==> config.mk <==
export PLATFORM = sky130hd
export DESIGN_NAME = iob_pmem_sprite
export DESIGN_NICKNAME = d
export VERILOG_FILES = /design/src/rtl/iob_pmem_sprite.sv
export SDC_FILE = /design/constraint.sdc
export NUM_CORES = 1
export LEC_CHECK = 0
export ABC_AREA = 1
export BUFFER_PORTS_ARGS = -buffer_cell sky130_fd_sc_hd__clkbuf_2
export CELL_PAD_IN_SITES_DETAIL_PLACEMENT = 1
export CELL_PAD_IN_SITES_GLOBAL_PLACEMENT = 1
export CORE_ASPECT_RATIO = 0.5
export CORE_MARGIN = 2
export CORE_UTILIZATION = 47
export DETAILED_ROUTE_END_ITERATION = 10
export PLACE_DENSITY_LB_ADDON = 0.1
export RECOVER_POWER = 100
export SLEW_MARGIN = 10
export SYNTH_ARGS = -nofsm -noshare
export SYNTH_HDL_FRONTEND = slang
export SYNTH_SLANG_ARGS = --single-unit
==> constraint.sdc <==
create_clock -name clk -period 20.4 [get_ports clk]
set_input_delay 2.04 -clock clk [delete_from_list [all_inputs] [get_ports clk]]
set_output_delay 2.04 -clock clk [all_outputs]
set_load 0.03 [all_outputs]
==> src/rtl/iob_pmem_sprite.sv <==
`default_nettype none
// ============================================================================
// Module   : iob_pmem_sprite
// Purpose  : Sprite renderer for a VGA pixel stream. Draws N_OBJ rectangular,
//            individually enabled sprites over a programmable background.
//            CPU-visible sprite registers are shadowed and committed to the
//            active set on frame_start, so a frame never mixes old and new
//            settings. The pixel path is two registered stages with fixed
//            priority (object 0 on top). Multi-object overlaps are accumulated
//            per frame into COLL, and FRAME counts frame_start pulses.
// Ports    : clk, rst (async, active high)
//            cpu_valid/cpu_we/cpu_addr/cpu_wdata -> cpu_rdata/cpu_ready
//            pixel_x/pixel_y/pixel_valid/frame_start -> rgb/rgb_valid
// Revision : 1.0 - initial release
// ============================================================================
module iob_pmem_sprite #(
    parameter int N_OBJ  = 4,
    parameter int PIX_W  = 10,
    parameter int RGB_W  = 12,
    parameter int HLEN_W = 6,
    parameter int DATA_W = 32,
    parameter int ADDR_W = 4
) (
    input  logic              clk,
    input  logic              rst,
    input  logic              cpu_valid,
    input  logic              cpu_we,
    input  logic [ADDR_W-1:0] cpu_addr,
    input  logic [DATA_W-1:0] cpu_wdata,
    output logic [DATA_W-1:0] cpu_rdata,
    output logic              cpu_ready,
    input  logic [PIX_W-1:0]  pixel_x,
    input  logic [PIX_W-1:0]  pixel_y,
    input  logic              pixel_valid,
    input  logic              frame_start,
    output logic [RGB_W-1:0]  rgb,
    output logic              rgb_valid
);

    // Fixed field positions inside the LOC / SIZE words.
    localparam int c_Y_LSB   = 10;
    localparam int c_COL_LSB = 20;
    localparam int c_HY_LSB  = 8;
    localparam int c_EN_BIT  = 16;

    localparam logic [ADDR_W-1:0] c_ADDR_BG    = ADDR_W'(2 * N_OBJ);
    localparam logic [ADDR_W-1:0] c_ADDR_COLL  = ADDR_W'(2 * N_OBJ + 1);
    localparam logic [ADDR_W-1:0] c_ADDR_FRAME = ADDR_W'(2 * N_OBJ + 2);

    // ------------------------------------------------------------------
    // Shadow (CPU side) and active (pixel side) register sets
    // ------------------------------------------------------------------
    logic [PIX_W-1:0]  r_sh_x   [N_OBJ];
    logic [PIX_W-1:0]  r_sh_y   [N_OBJ];
    logic [RGB_W-1:0]  r_sh_col [N_OBJ];
    logic [HLEN_W-1:0] r_sh_hx  [N_OBJ];
    logic [HLEN_W-1:0] r_sh_hy  [N_OBJ];
    logic [N_OBJ-1:0]  r_sh_en;
    logic [RGB_W-1:0]  r_sh_bg;

    logic [PIX_W-1:0]  r_act_x   [N_OBJ];
    logic [PIX_W-1:0]  r_act_y   [N_OBJ];
    logic [RGB_W-1:0]  r_act_col [N_OBJ];
    logic [HLEN_W-1:0] r_act_hx  [N_OBJ];
    logic [HLEN_W-1:0] r_act_hy  [N_OBJ];
    logic [N_OBJ-1:0]  r_act_en;
    logic [RGB_W-1:0]  r_act_bg;

    logic [N_OBJ-1:0]  r_coll_acc;
    logic [N_OBJ-1:0]  r_coll;
    logic [15:0]       r_frame;

    logic [DATA_W-1:0] r_rdata;
    logic              r_ready;

    logic [N_OBJ-1:0]  r_s1_hit;
    logic              r_s1_valid;
    logic [RGB_W-1:0]  r_rgb;
    logic              r_rgb_valid;

    logic [DATA_W-1:0] w_rd;
    logic [N_OBJ-1:0]  w_hit;
    logic [RGB_W-1:0]  w_sel;
    logic [N_OBJ-1:0]  w_coll_evt;

    // ------------------------------------------------------------------
    // CPU read mux (LOC/SIZE/BG return shadow values)
    // ------------------------------------------------------------------
    always_comb begin
        w_rd = '0;
        for (int i = 0; i < N_OBJ; i++) begin
            if (cpu_addr == ADDR_W'(2 * i)) begin
                w_rd[PIX_W-1:0]             = r_sh_x[i];
                w_rd[c_Y_LSB +: PIX_W]      = r_sh_y[i];
                w_rd[c_COL_LSB +: RGB_W]    = r_sh_col[i];
            end
            if (cpu_addr == ADDR_W'(2 * i + 1)) begin
                w_rd[HLEN_W-1:0]            = r_sh_hx[i];
                w_rd[c_HY_LSB +: HLEN_W]    = r_sh_hy[i];
                w_rd[c_EN_BIT]              = r_sh_en[i];
            end
        end
        if (cpu_addr == c_ADDR_BG)    w_rd[RGB_W-1:0] = r_sh_bg;
        if (cpu_addr == c_ADDR_COLL)  w_rd[N_OBJ-1:0] = r_coll;
        if (cpu_addr == c_ADDR_FRAME) w_rd[15:0]      = r_frame;
    end

    // ------------------------------------------------------------------
    // CPU access, shadow writes and frame-start commit.
    // The commit samples the shadow set before this cycle's write lands,
    // so a write coincident with frame_start takes effect next frame.
    // ------------------------------------------------------------------
    always_ff @(posedge clk or posedge rst) begin
        if (rst) begin
            r_ready  <= 1'b0;
            r_rdata  <= '0;
            r_sh_en  <= '0;
            r_sh_bg  <= '0;
            r_act_en <= '0;
            r_act_bg <= '0;
            for (int i = 0; i < N_OBJ; i++) begin
                r_sh_x[i]    <= '0;
                r_sh_y[i]    <= '0;
                r_sh_col[i]  <= '0;
                r_sh_hx[i]   <= '0;
                r_sh_hy[i]   <= '0;
                r_act_x[i]   <= '0;
                r_act_y[i]   <= '0;
                r_act_col[i] <= '0;
                r_act_hx[i]  <= '0;
                r_act_hy[i]  <= '0;
            end
        end else begin
            r_ready <= cpu_valid;
            if (cpu_valid && !cpu_we) begin
                r_rdata <= w_rd;
            end
            if (cpu_valid && cpu_we) begin
                for (int i = 0; i < N_OBJ; i++) begin
                    if (cpu_addr == ADDR_W'(2 * i)) begin
                        r_sh_x[i]   <= cpu_wdata[PIX_W-1:0];
                        r_sh_y[i]   <= cpu_wdata[c_Y_LSB +: PIX_W];
                        r_sh_col[i] <= cpu_wdata[c_COL_LSB +: RGB_W];
                    end
                    if (cpu_addr == ADDR_W'(2 * i + 1)) begin
                        r_sh_hx[i]  <= cpu_wdata[HLEN_W-1:0];
                        r_sh_hy[i]  <= cpu_wdata[c_HY_LSB +: HLEN_W];
                        r_sh_en[i]  <= cpu_wdata[c_EN_BIT];
                    end
                end
                if (cpu_addr == c_ADDR_BG) begin
                    r_sh_bg <= cpu_wdata[RGB_W-1:0];
                end
            end
            if (frame_start) begin
                r_act_en <= r_sh_en;
                r_act_bg <= r_sh_bg;
                for (int i = 0; i < N_OBJ; i++) begin
                    r_act_x[i]   <= r_sh_x[i];
                    r_act_y[i]   <= r_sh_y[i];
                    r_act_col[i] <= r_sh_col[i];
                    r_act_hx[i]  <= r_sh_hx[i];
                    r_act_hy[i]  <= r_sh_hy[i];
                end
            end
        end
    end

    // ------------------------------------------------------------------
    // Hit test. One extra bit keeps o+h from wrapping; the low bound is
    // clamped at 0 instead of underflowing.
    // ------------------------------------------------------------------
    generate
        for (genvar gi = 0; gi < N_OBJ; gi++) begin : g_hit
            logic [PIX_W:0] w_ox, w_oy, w_hx, w_hy;
            logic [PIX_W:0] w_lo_x, w_hi_x, w_lo_y, w_hi_y;
            logic [PIX_W:0] w_px, w_py;

            assign w_ox   = {1'b0, r_act_x[gi]};
            assign w_oy   = {1'b0, r_act_y[gi]};
            assign w_hx   = {{(PIX_W + 1 - HLEN_W){1'b0}}, r_act_hx[gi]};
            assign w_hy   = {{(PIX_W + 1 - HLEN_W){1'b0}}, r_act_hy[gi]};
            assign w_px   = {1'b0, pixel_x};
            assign w_py   = {1'b0, pixel_y};
            assign w_lo_x = (w_ox >= w_hx) ? (w_ox - w_hx) : '0;
            assign w_lo_y = (w_oy >= w_hy) ? (w_oy - w_hy) : '0;
            assign w_hi_x = w_ox + w_hx;
            assign w_hi_y = w_oy + w_hy;

            assign w_hit[gi] = r_act_en[gi]
                             && (w_lo_x <= w_px) && (w_px <= w_hi_x)
                             && (w_lo_y <= w_py) && (w_py <= w_hi_y);
        end
    endgenerate

    // Lowest-index hit wins: iterate high to low so index 0 is written last.
    always_comb begin
        w_sel = r_act_bg;
        for (int i = N_OBJ - 1; i >= 0; i--) begin
            if (r_s1_hit[i]) w_sel = r_act_col[i];
        end
    end

    // x & (x-1) is non-zero exactly when two or more bits are set.
    assign w_coll_evt = (r_s1_valid && (|(r_s1_hit & (r_s1_hit - 1'b1))))
                      ? r_s1_hit : '0;

    // ------------------------------------------------------------------
    // Pixel pipeline, collision accumulator and frame counter
    // ------------------------------------------------------------------
    always_ff @(posedge clk or posedge rst) begin
        if (rst) begin
            r_s1_hit    <= '0;
            r_s1_valid  <= 1'b0;
            r_rgb       <= '0;
            r_rgb_valid <= 1'b0;
            r_coll_acc  <= '0;
            r_coll      <= '0;
            r_frame     <= '0;
        end else begin
            r_s1_hit    <= w_hit;
            r_s1_valid  <= pixel_valid;
            r_rgb       <= r_s1_valid ? w_sel : '0;
            r_rgb_valid <= r_s1_valid;
            if (frame_start) begin
                r_coll     <= r_coll_acc | w_coll_evt;
                r_coll_acc <= '0;
                r_frame    <= r_frame + 16'd1;
            end else begin
                r_coll_acc <= r_coll_acc | w_coll_evt;
            end
        end
    end

    assign cpu_rdata = r_rdata;
    assign cpu_ready = r_ready;
    assign rgb       = r_rgb;
    assign rgb_valid = r_rgb_valid;

endmodule
`default_nettype wire

=== Word-level counts from Yosys, hierarchy flattened ===
Cells that the tools add are included.

* Bitwise gates (word level): 2
* Add/subtract/negate cells: 18
* Reduce and logical (&&, ||, !) cells: 31
* Equal/unequal tests: 10
* Order comparisons: 24
* Muxes and demuxes: 34

{| class="wikitable"
|+ Operator list
! kind !! count
|-
| $mux W32 || 4
|-
| $add A10 B6 Y11 || 8
|-
| $le A10 B11 Y1 || 8
|-
| $le A11 B10 Y1 || 8
|-
| $mux W11 || 8
|-
| $sub A10 B6 Y11 || 8
|-
| $ge A10 B6 Y1 || 8
|-
| $mux W12 || 6
|-
| $mux W6 || 8
|-
| $logic_and A1 B1 Y1 || 19
|-
| $reduce_and A2 Y1 || 9
|-
| $add A16 B1 Y16 const B || 1
|-
| $eq A4 B3 Y1 const B || 4
|-
| $mux W16 || 1
|-
| $eq A4 B4 Y1 const B || 3
|-
| $mux W4 || 3
|-
| $eq A4 B2 Y1 const B || 2
|-
| $and A4 B4 Y4 || 1
|-
| $eq A4 B1 Y1 const B || 1
|-
| $logic_not A4 Y1 || 1
|-
| $mux W1 || 4
|-
| $or A4 B4 Y4 || 1
|-
| $reduce_or A4 Y1 || 1
|-
| $sub A4 B1 Y4 const B || 1
|-
| $logic_not A1 Y1 || 1
|}

* Output and inout port bits: 46
* Logic and storage cells: 175
* Register bits after elaboration: 459

=== Longest topological paths before layout ===
Gate-level depths: netlist of the first run.

* Depth after elaboration: 12
* Depth in mapped cells: 25

=== Worst setup path before layout of the first run ===
Ideal clock, no wire load.

* Path kind: input-to-reg
* Start point: input port pixel_y[6]
* End point: register r_s1_hit[1]
* Arrival: 3.095 ns
* Data required time: 20.314 ns
* Stages: 12
* Path slack: 17.219 ns
* Library setup time: 0.086 ns
* Cell sequence: inv_1 -> ha_1 -> a21o_1 -> nor2_1 -> nand2_1 -> nand2_1 -> nand2_1 -> nand2_1 -> nand2_1 -> nand2_1 -> nand3_1 -> nor3_1

* Word-level cells in the longest chain between the ends: 3

{| class="wikitable"
|+ RTL lines
! element !! RTL line !! source
|-
| start, declared || 33 || <nowiki>input logic [PIX_W-1:0] pixel_y,</nowiki>
|-
| $le A11 B10 Y1 || 192 || <nowiki>&& (w_lo_y <= w_py) && (w_py <= w_hi_y);</nowiki>
|-
| $logic_and A1 B1 Y1 || 192 ||
|-
| $logic_and A1 B1 Y1 * || 192 ||
|-
| named net w_hit[1] || 82 || <nowiki>logic [N_OBJ-1:0] w_hit;</nowiki>
|-
| end signal, assigned || 221 || <nowiki>r_s1_hit <= w_hit;</nowiki>
|-
| end, declared || 76 || <nowiki>logic [N_OBJ-1:0] r_s1_hit;</nowiki>
|}

The timed path passes the listed nets; every way through them passes the cells marked *.
A chain may end at the register's enable or synchronous reset.

=== Final worst setup path of the first run ===
* Start point: input port frame_start
* End point: register r_act_hx, in the netlist g_hit[2].w_hx[3]

{| class="wikitable"
|+ RTL lines
! element !! RTL line !! source
|-
| start, declared || 35 || <nowiki>input logic frame_start,</nowiki>
|-
| end signal, assigned by index || 162 || <nowiki>r_act_hx[i] <= r_sh_hx[i];</nowiki>
|-
| end, declared || 64 || <nowiki>logic [HLEN_W-1:0] r_act_hx [N_OBJ];</nowiki>
|}

No word-level cell between the ends.

==> out/results.txt, run 1 <==
Synth Area per Inst = 7.71 µm²
Root buffer cell = clkbuf_16
Seq/Total Area, Yosys = 0.405
Placeable Area = 59400 µm²
Post-synth ARST share = 1.00
Worst Setup Slack, final = 9600 ps
Fin crit share = 0.530
Crit path time final = 10800 ps
Routed length per instance = 20.9 µm
Synth Area in Compound Gates = 0.128
# DRC = 0
Die Ht = 178 µm
Final Util = 0.519
Crit Path Class = primary input to flop
Min Hold Slack = 418 ps
Crit end category = flop
Required time worst endpoint = 20820 ps
Post-synth top cells = nand2_1, dfrtp_1, inv_1
Syn Inst Count = 3682
Yosys top cell area share = 0.405
XOR/XNOR share of the synthesized area = 0.0305
Cts repair resizes = 0
Failing checks = capacitance limit, slew limit
Clock Skew = 33.5 ps
Site row count = 63
Initial core utilization = 0.478
Ranking of synthesized cells by area = dfrtp_1, nand2_1, ha_1, o21ai_0, inv_1
WL final = 95.6 mm
Prevailing post-synth register cell = dfrtp_1
# port buffers = 107
Largest net degree at the start of global routing = 112
Clock latency on the worst-skew pair = 590 ps
Detailed placement HPWL = 71.6 mm
Area growth, synth to finish = 8.63%
Die X = 352 µm
Slew Limit Fails = 1050
Postcts setup bufs = 0
Inserted Diodes = 0
Synth Cell Area = 28400 µm²
First-pass GRT wire length = 148 mm
Initial antenna violation count = 4
Status = finished with violations
Adder-Cell Fraction of Synth Area = 0.125
PwrDens = 113 nW/µm²
Via count = 25400
Slew HR = -2.34
Nets@finish = 4053
Max VDD drop = 0.0000556 V
Final std cells w/o fill = 4566
Share of post-route cells with drive strength above 1 = 0.0487
Drt initial violations = 1999
Leakage Power = 15.9 nW
Filler cell count = 7499
Syn_nets = 4017
Critical Path Fanout Max = 104
Setup violations, final = 0
GRT Util Overall = 0.310
RePlAce Congestion = 0.925
Post-DRT Antenna Nets = 0
Io pins = 108
CTS tree = built
Number of flops mapped to enable cells by yosys = 0
Yosys reg bits = 459
Setup TNS = 0 ps
First-pass detailed-route iteration total = 6
Placement Setup Slack = 14980 ps
Vias in the first global route = 25700
Synthesis warning total = 0
H-tree levels = 2
CP Data Arrival Time = 11220 ps
CTS Sinks = 459
Max clock buf depth = 3
Multiplexer share of the synthesized area = 0
Worst-Margin Slew = 5000 ps
Top cell type by total area after synthesis = dfrtp_1
Fmax achieved = 0.0926 GHz
Final Hold Fails = 0
Synth cell types = 59
CTS Buf Count = 45
Die area = 62500 µm²
Overflow after GRT = 0
Largest family of logic cells by synthesized area = simple AND/OR/NAND/NOR gates
RSZ-0062 raised after global routing = no
Dpl cells = 4483
DR vias/cell = 5.56
Worst hold-check path type = flop to flop
Simple-gate area share of the yosys netlist = 0.236
Max Cap Viol = 18
Post-CTS Hold Buffers = 0
CP Launch Type = primary input
Cell with the most instances after synthesis = nand2_1
Clock transition at the registers of the reported paths = 60 ps
-- per-stage QoR --
step                      area [µm²]  total power, mW
final                          30800             3.49
after detailed placement       29500             2.59
after CTS                      31100             3.50
after global routing           30800             3.74
after floorplan                28400             2.15
after global placement         29500             2.52
-- cells in the final DEF, fill, tap and decap left out, types with 7 or more instances in the layout --
| cell | count |
|---|---|
| nand2_1 | 1183 |
| dfrtp_1 | 459 |
| inv_1 | 389 |
| o21ai_0 | 356 |
| ha_1 | 257 |
| nor2_1 | 213 |
| a21oi_1 | 177 |
| xor2_1 | 94 |
| nand3_1 | 90 |
| clkbuf_1 | 70 |
| clkbuf_2 | 55 |
| nor3_1 | 51 |
| nand4_1 | 47 |
| clkbuf_16 | 45 |
| o21ai_1 | 28 |
| a31oi_1 | 19 |
| o211ai_1 | 17 |
| a21o_1 | 17 |
| fa_1 | 16 |
| inv_2 | 15 |
| a22oi_1 | 13 |
| a22o_1 | 12 |
| clkbuf_8 | 11 |
| nor4_1 | 10 |
| clkinv_2 | 10 |
| nand3b_1 | 7 |
| buf_4 | 7 |
-- report_power, final --
group / switching (mW) / internal (mW) / leakage, nW / total [mW]
logic: 0.889 / 0.459 / 9.19 / 1.35
registers: 0.168 / 1.07 / 5.98 / 1.24
clock network: 0.385 / 0.514 / 0.778 / 0.899
-- path summary, 6_finish.rpt --
check                                 start  slack (ps)                to  depth (start not counted)
setup / recovery                frame_start        9600  g_hit[2].w_hx[3]                          5
hold / removal                   r_s1_valid         420         rgb_valid                          0
setup reg to reg           g_hit[0].w_ox[2]       16170       r_s1_hit[0]                         18
hold reg to reg                  r_s1_valid         420         rgb_valid                          0
max in group asynchronous               rst        9940  g_hit[0].w_hy[3]                          4
min in group asynchronous               rst        2860      r_sh_col[14]                          2
-- layer usage --
layer	track usage	wire, µm	vias to the layer above
met4	0.0582	1660	2
met3	0.0600	6630	120
met2	0.476	41400	556
li1	-	-	12000
met1	0.457	45900	12800
met5	0	13	-
-- logic make-up after synthesis --
kind of cell / count (synthesis)
compound gates: 669
fa+ha+maj: 273
flops: 459
buf+inv: 547
simple gates: 1635
xor+xnor: 99
-- worst max-delay path, cell delays in order --
cell	delay [ps]
clkbuf_1	3450
clkbuf_1	2270
clkbuf_1	2320
buf_4	790
o21ai_0	210
-- layout make-up --
class | instances | area [µm²] | share of cell area
multi-input combinational | 2676 | 14600 | 0.475
sequential | 459 | 11500 | 0.372
inverter | 410 | 1540 | 0.0501
clock buffer | 62 | 1300 | 0.0422
tap | 812 | 1020 | 0.0329
timing repair buffer | 126 | 568 | 0.0184
clock inverter | 21 | 279 | 0.00905
-- sequential cells by signal, summed over array words and instances, names as in the netlist, 12 cells and up --
register and flops:
g_hit.w_ox 40, r_sh_y 40, r_sh_bg 12, r_sh_hx 24
r_act_col 48, r_sh_col 48, g_hit.w_oy 40, g_hit.w_hy 24
cpu_rdata 32, r_sh_hy 24, r_act_bg 12, rgb 12
g_hit.w_hx 24, r_frame 16, r_sh_x 40
Power figures use the tool's default switching activity.
==> run 2, diff against run 1 <==
--- a/config.mk
+++ b/config.mk
@@ -5,13 +5,13 @@
 export SDC_FILE = /design/constraint.sdc
 export NUM_CORES = 1
 export LEC_CHECK = 0
-export ABC_AREA = 1
+export ABC_AREA = 0
 export BUFFER_PORTS_ARGS = -buffer_cell sky130_fd_sc_hd__clkbuf_2
 export CELL_PAD_IN_SITES_DETAIL_PLACEMENT = 1
 export CELL_PAD_IN_SITES_GLOBAL_PLACEMENT = 1
 export CORE_ASPECT_RATIO = 0.5
 export CORE_MARGIN = 2
-export CORE_UTILIZATION = 47
+export CORE_UTILIZATION = 51
 export DETAILED_ROUTE_END_ITERATION = 10
 export PLACE_DENSITY_LB_ADDON = 0.1
 export RECOVER_POWER = 100
==> constraint.sdc (replaced) <==
create_clock -name clk -period 9.95 [get_ports clk]
set_input_delay 0.995 -clock clk [delete_from_list [all_inputs] [get_ports clk]]
set_output_delay 0.995 -clock clk [all_outputs]
set_load 0.03 [all_outputs]
==> out/results.txt, run 2 <==
Die X = 336 µm (-4.4%)
Share of post-route cells with drive strength above 1 = 0.188 (+0.139)
Die area = 57100 µm² (-8.6%)
Failing checks = capacitance limit, slew limit
Met2 global-route usage = 0.475 (-0.000664)
Critical Path Fanout Max = 109 (+4.8%)
Overflow after GRT = 0 (unchanged)
CTS Buf Count = 43 (-4.4%)
Prevailing post-synth register cell = dfrtp_1
Site row count = 60 (-4.8%)
Max Cap Viol = 12 (-6)
DR vias/cell = 6.21 (+12%)
Final Util = 0.566 (+0.0475)
Post-DRT Antenna Nets = 0 (unchanged)
Status = finished with violations
Final Hold Fails = 0 (unchanged)
PwrDens = 247 nW/µm² (+120%)
Top cell type by total area after synthesis = dfrtp_1
Setup TNS = 0 ps (unchanged)
Setup violations, final = 0 (unchanged)
Die Ht = 170 µm (-4.4%)
Cell with the most instances after synthesis = dfrtp_1
Slew Limit Fails = 599 (-43%)
Syn Inst Count = 2671 (-27%)
Pint = 4.58 mW (+120%)
Ranking of synthesized cells by area = dfrtp_1, mux2_2, ha_1, o21ai_0, xnor2_1
Commonest non-fill, non-tap cell in the layout = dfrtp_1
Detailed placement HPWL = 67.4 mm (-5.9%)
Post-synth top cells = dfrtp_1, mux2_2, ha_1
CP Launch Type = primary input
First-pass detailed-route iteration total = 5 (-1)
Io pins = 108 (unchanged)
Vias in the first global route = 22200 (-14%)
Initial antenna violation count = 10 (+6)
Min Hold Slack = 353 ps (-65.6 ps)
Clock latency on the worst-skew pair = 600 ps (about the same)
Max VDD drop = 0.000129 V (+130%)
WL final = 91.7 mm (-4.1%)
Clock Skew = 25.5 ps (-8.05 ps)
Synth Cell Area = 28100 µm² (-0.96%)
Nets@finish = 3064 (-24%)
Area growth, synth to finish = 9.04%
Slew HR = -2.48 (-0.145)
Syn_nets = 3006 (-25%)
Met1 Use GR = 0.475 (+0.0180)
Max clock buf depth = 3 (unchanged)
Leakage Power = 13.7 nW (-14%)
Sequential cell fraction of total power = 0.355 (about the same)
Cts repair resizes = 0 (unchanged)
CP Data Arrival Time = 6990 ps (-4230 ps)
Root buffer cell = clkbuf_16
Worst Setup Slack, final = 3430 ps (-6170 ps)
Met3 Resource Use GR = 0.0754 (+0.0155)
Post-CTS Hold Buffers = 0 (unchanged)
CTS tree = built
Largest net degree at the start of global routing = 110 (-1.8%)
Initial core utilization = 0.519 (+0.0418)
GRT Util Overall = 0.322 (+0.0120)
Drt initial violations = 1812 (-9.4%)
Placement Setup Slack = 5950 ps (-9030 ps)
H-tree levels = 2 (unchanged)
Yosys reg bits = 459 (unchanged)
Worst hold-check path type = primary input to async pin
Yosys top cell area share = 0.409 (+0.00391)
Crit end category = flop
CTS Sinks = 459 (unchanged)
Required time worst endpoint = 10420 ps (-10400 ps)
RePlAce Congestion = 0.904 (-2.2%)
Most Used Layer, Global Route = met2
# DRC = 0 (unchanged)
Fin crit share = 0.655
Comb power frac = 0.405 (+0.018)
Clock transition at the registers of the reported paths = 70 ps (about the same)
Synth Area per Inst = 10.5 µm² (+37%)
Placeable Area = 54100 µm² (-8.9%)
Via count = 21800 (-14%)
First-pass GRT wire length = 138 mm (-6.8%)
Biggest regs = r_act_col x48, r_sh_col x48
Postcts setup bufs = 0 (unchanged)
RSZ-0062 raised after global routing = no
Most frequent cells in the layout = dfrtp_1, mux2_2, ha_1, nor2_1, o21ai_0
Crit path time final = 6520 ps
Fmax achieved = 0.153 GHz
Routed length per instance = 26.1 µm (+25%)
Number of flops mapped to enable cells by yosys = 0 (unchanged)
Worst-Margin Slew = 5220 ps (+218 ps)
Synth cell types = 83 (+41%)
Switching share of power = 0.397 (-0.0170)
Sw power = 3.01 mW (+110%)
Post-synth ARST share = 1.00 (unchanged)
Synthesis warning total = 0 (unchanged)
Clock Power Share = 0.240 (-0.018)
# port buffers = 107 (unchanged)
Seq/Total Area, Yosys = 0.409 (+0.00391)
Crit Path Class = primary input to flop
## run 2: changes by cell type after synthesis, moves of 53 or more
cell,delta
a21oi_1,-84
inv_1,-244
mux2_2,+336
nand2_1,-1008
nor2b_1,+53
o21ai_0,-141
o21ai_1,-74
xnor2_1,+81
xor2_1,-67
## run 2: kinds of logic (layout without fill, tap and decap cells)
group / count (synthesis) / after routing / share of synthesized area
adder cells (fa/ha/maj): 273 / 273 / 0.126
flip-flops: 459 / 459 / 0.409
AND/OR/NAND/NOR: 635 / 635 / 0.111
XOR/XNOR: 113 / 113 / 0.0352
multiplexers: 381 / 381 / 0.155
buffers and inverters: 264 / 357 / 0.0386
AO/OA/AOI/OAI: 546 / 546 / 0.126
other: 0 / 3 / 0
## run 2: power by group through the flow
stage | clock network (mW) | registers [mW] | logic (mW)
6_report | 1.82 | 2.70 | 3.07
5_1_grt | 1.92 | 2.74 | 3.40
4_1_cts | 1.85 | 2.68 | 3.06
3_5_place_dp | 0 | 2.71 | 3.03
3_3_place_gp | 0 | 2.68 | 2.91
2_1_floorplan | 0 | 2.54 | 2.23
## run 2: layout make-up
class                           count  area, µm²
Timing Repair Buffer              135        628
Inverter                          142        534
Sequential cell                   459      11500
Antenna cell                        3       7.51
Clock inverter                     18        240
Clock buffer                       62       1290
Multi-Input combinational cell   1948      15500
Tap cell                          744        931
Fill cell                        5878      23500
## run 2: critical path, stage by stage
cell	delay (ps)
clkbuf_1	3560
buf_4	1220
nand4_1	280
nor2_1	340
and3_1	290
nand3_1	120
xnor2_1	150
## run 2: stage by stage
| step | total power, mW | cells | cell area [µm²] |
|---|---|---|---|
| floorplan | 4.77 | 2671 | 28100 |
| global placement | 5.59 | 3428 | 29300 |
| detailed placement | 5.73 | 3428 | 29300 |
| CTS | 7.58 | 3508 | 30800 |
| global route | 8.05 | 3508 | 30600 |
| finish | 7.59 | 3511 | 30700 |
## run 2: worst paths after layout
| check | startpoint | slack, ps | cells after the start | endpoint |
|---|---|---|---|---|
| worst max-delay path | frame_start | 3430 | 7 | r_frame[12] |
| worst min-delay path | rst | 350 | 2 | r_act_col[20] |
| worst max register to register | g_hit[3].w_ox[3] | 5590 | 13 | r_s1_hit[3] |
| worst min register to register | cpu_rdata[0] | 480 | 1 | cpu_rdata[0] |
| max in group asynchronous | rst | 5340 | 3 | r_frame[0] |
| min in group clk | cpu_rdata[0] | 480 | 1 | cpu_rdata[0] |
## run 2: per-layer routing
layer | up-vias | wire [µm]
met3 | 155 | 7270
met2 | 652 | 38900
met4 | 4 | 2400
met1 | 11300 | 43100
li1 | 9728 | -
met5 | - | 23
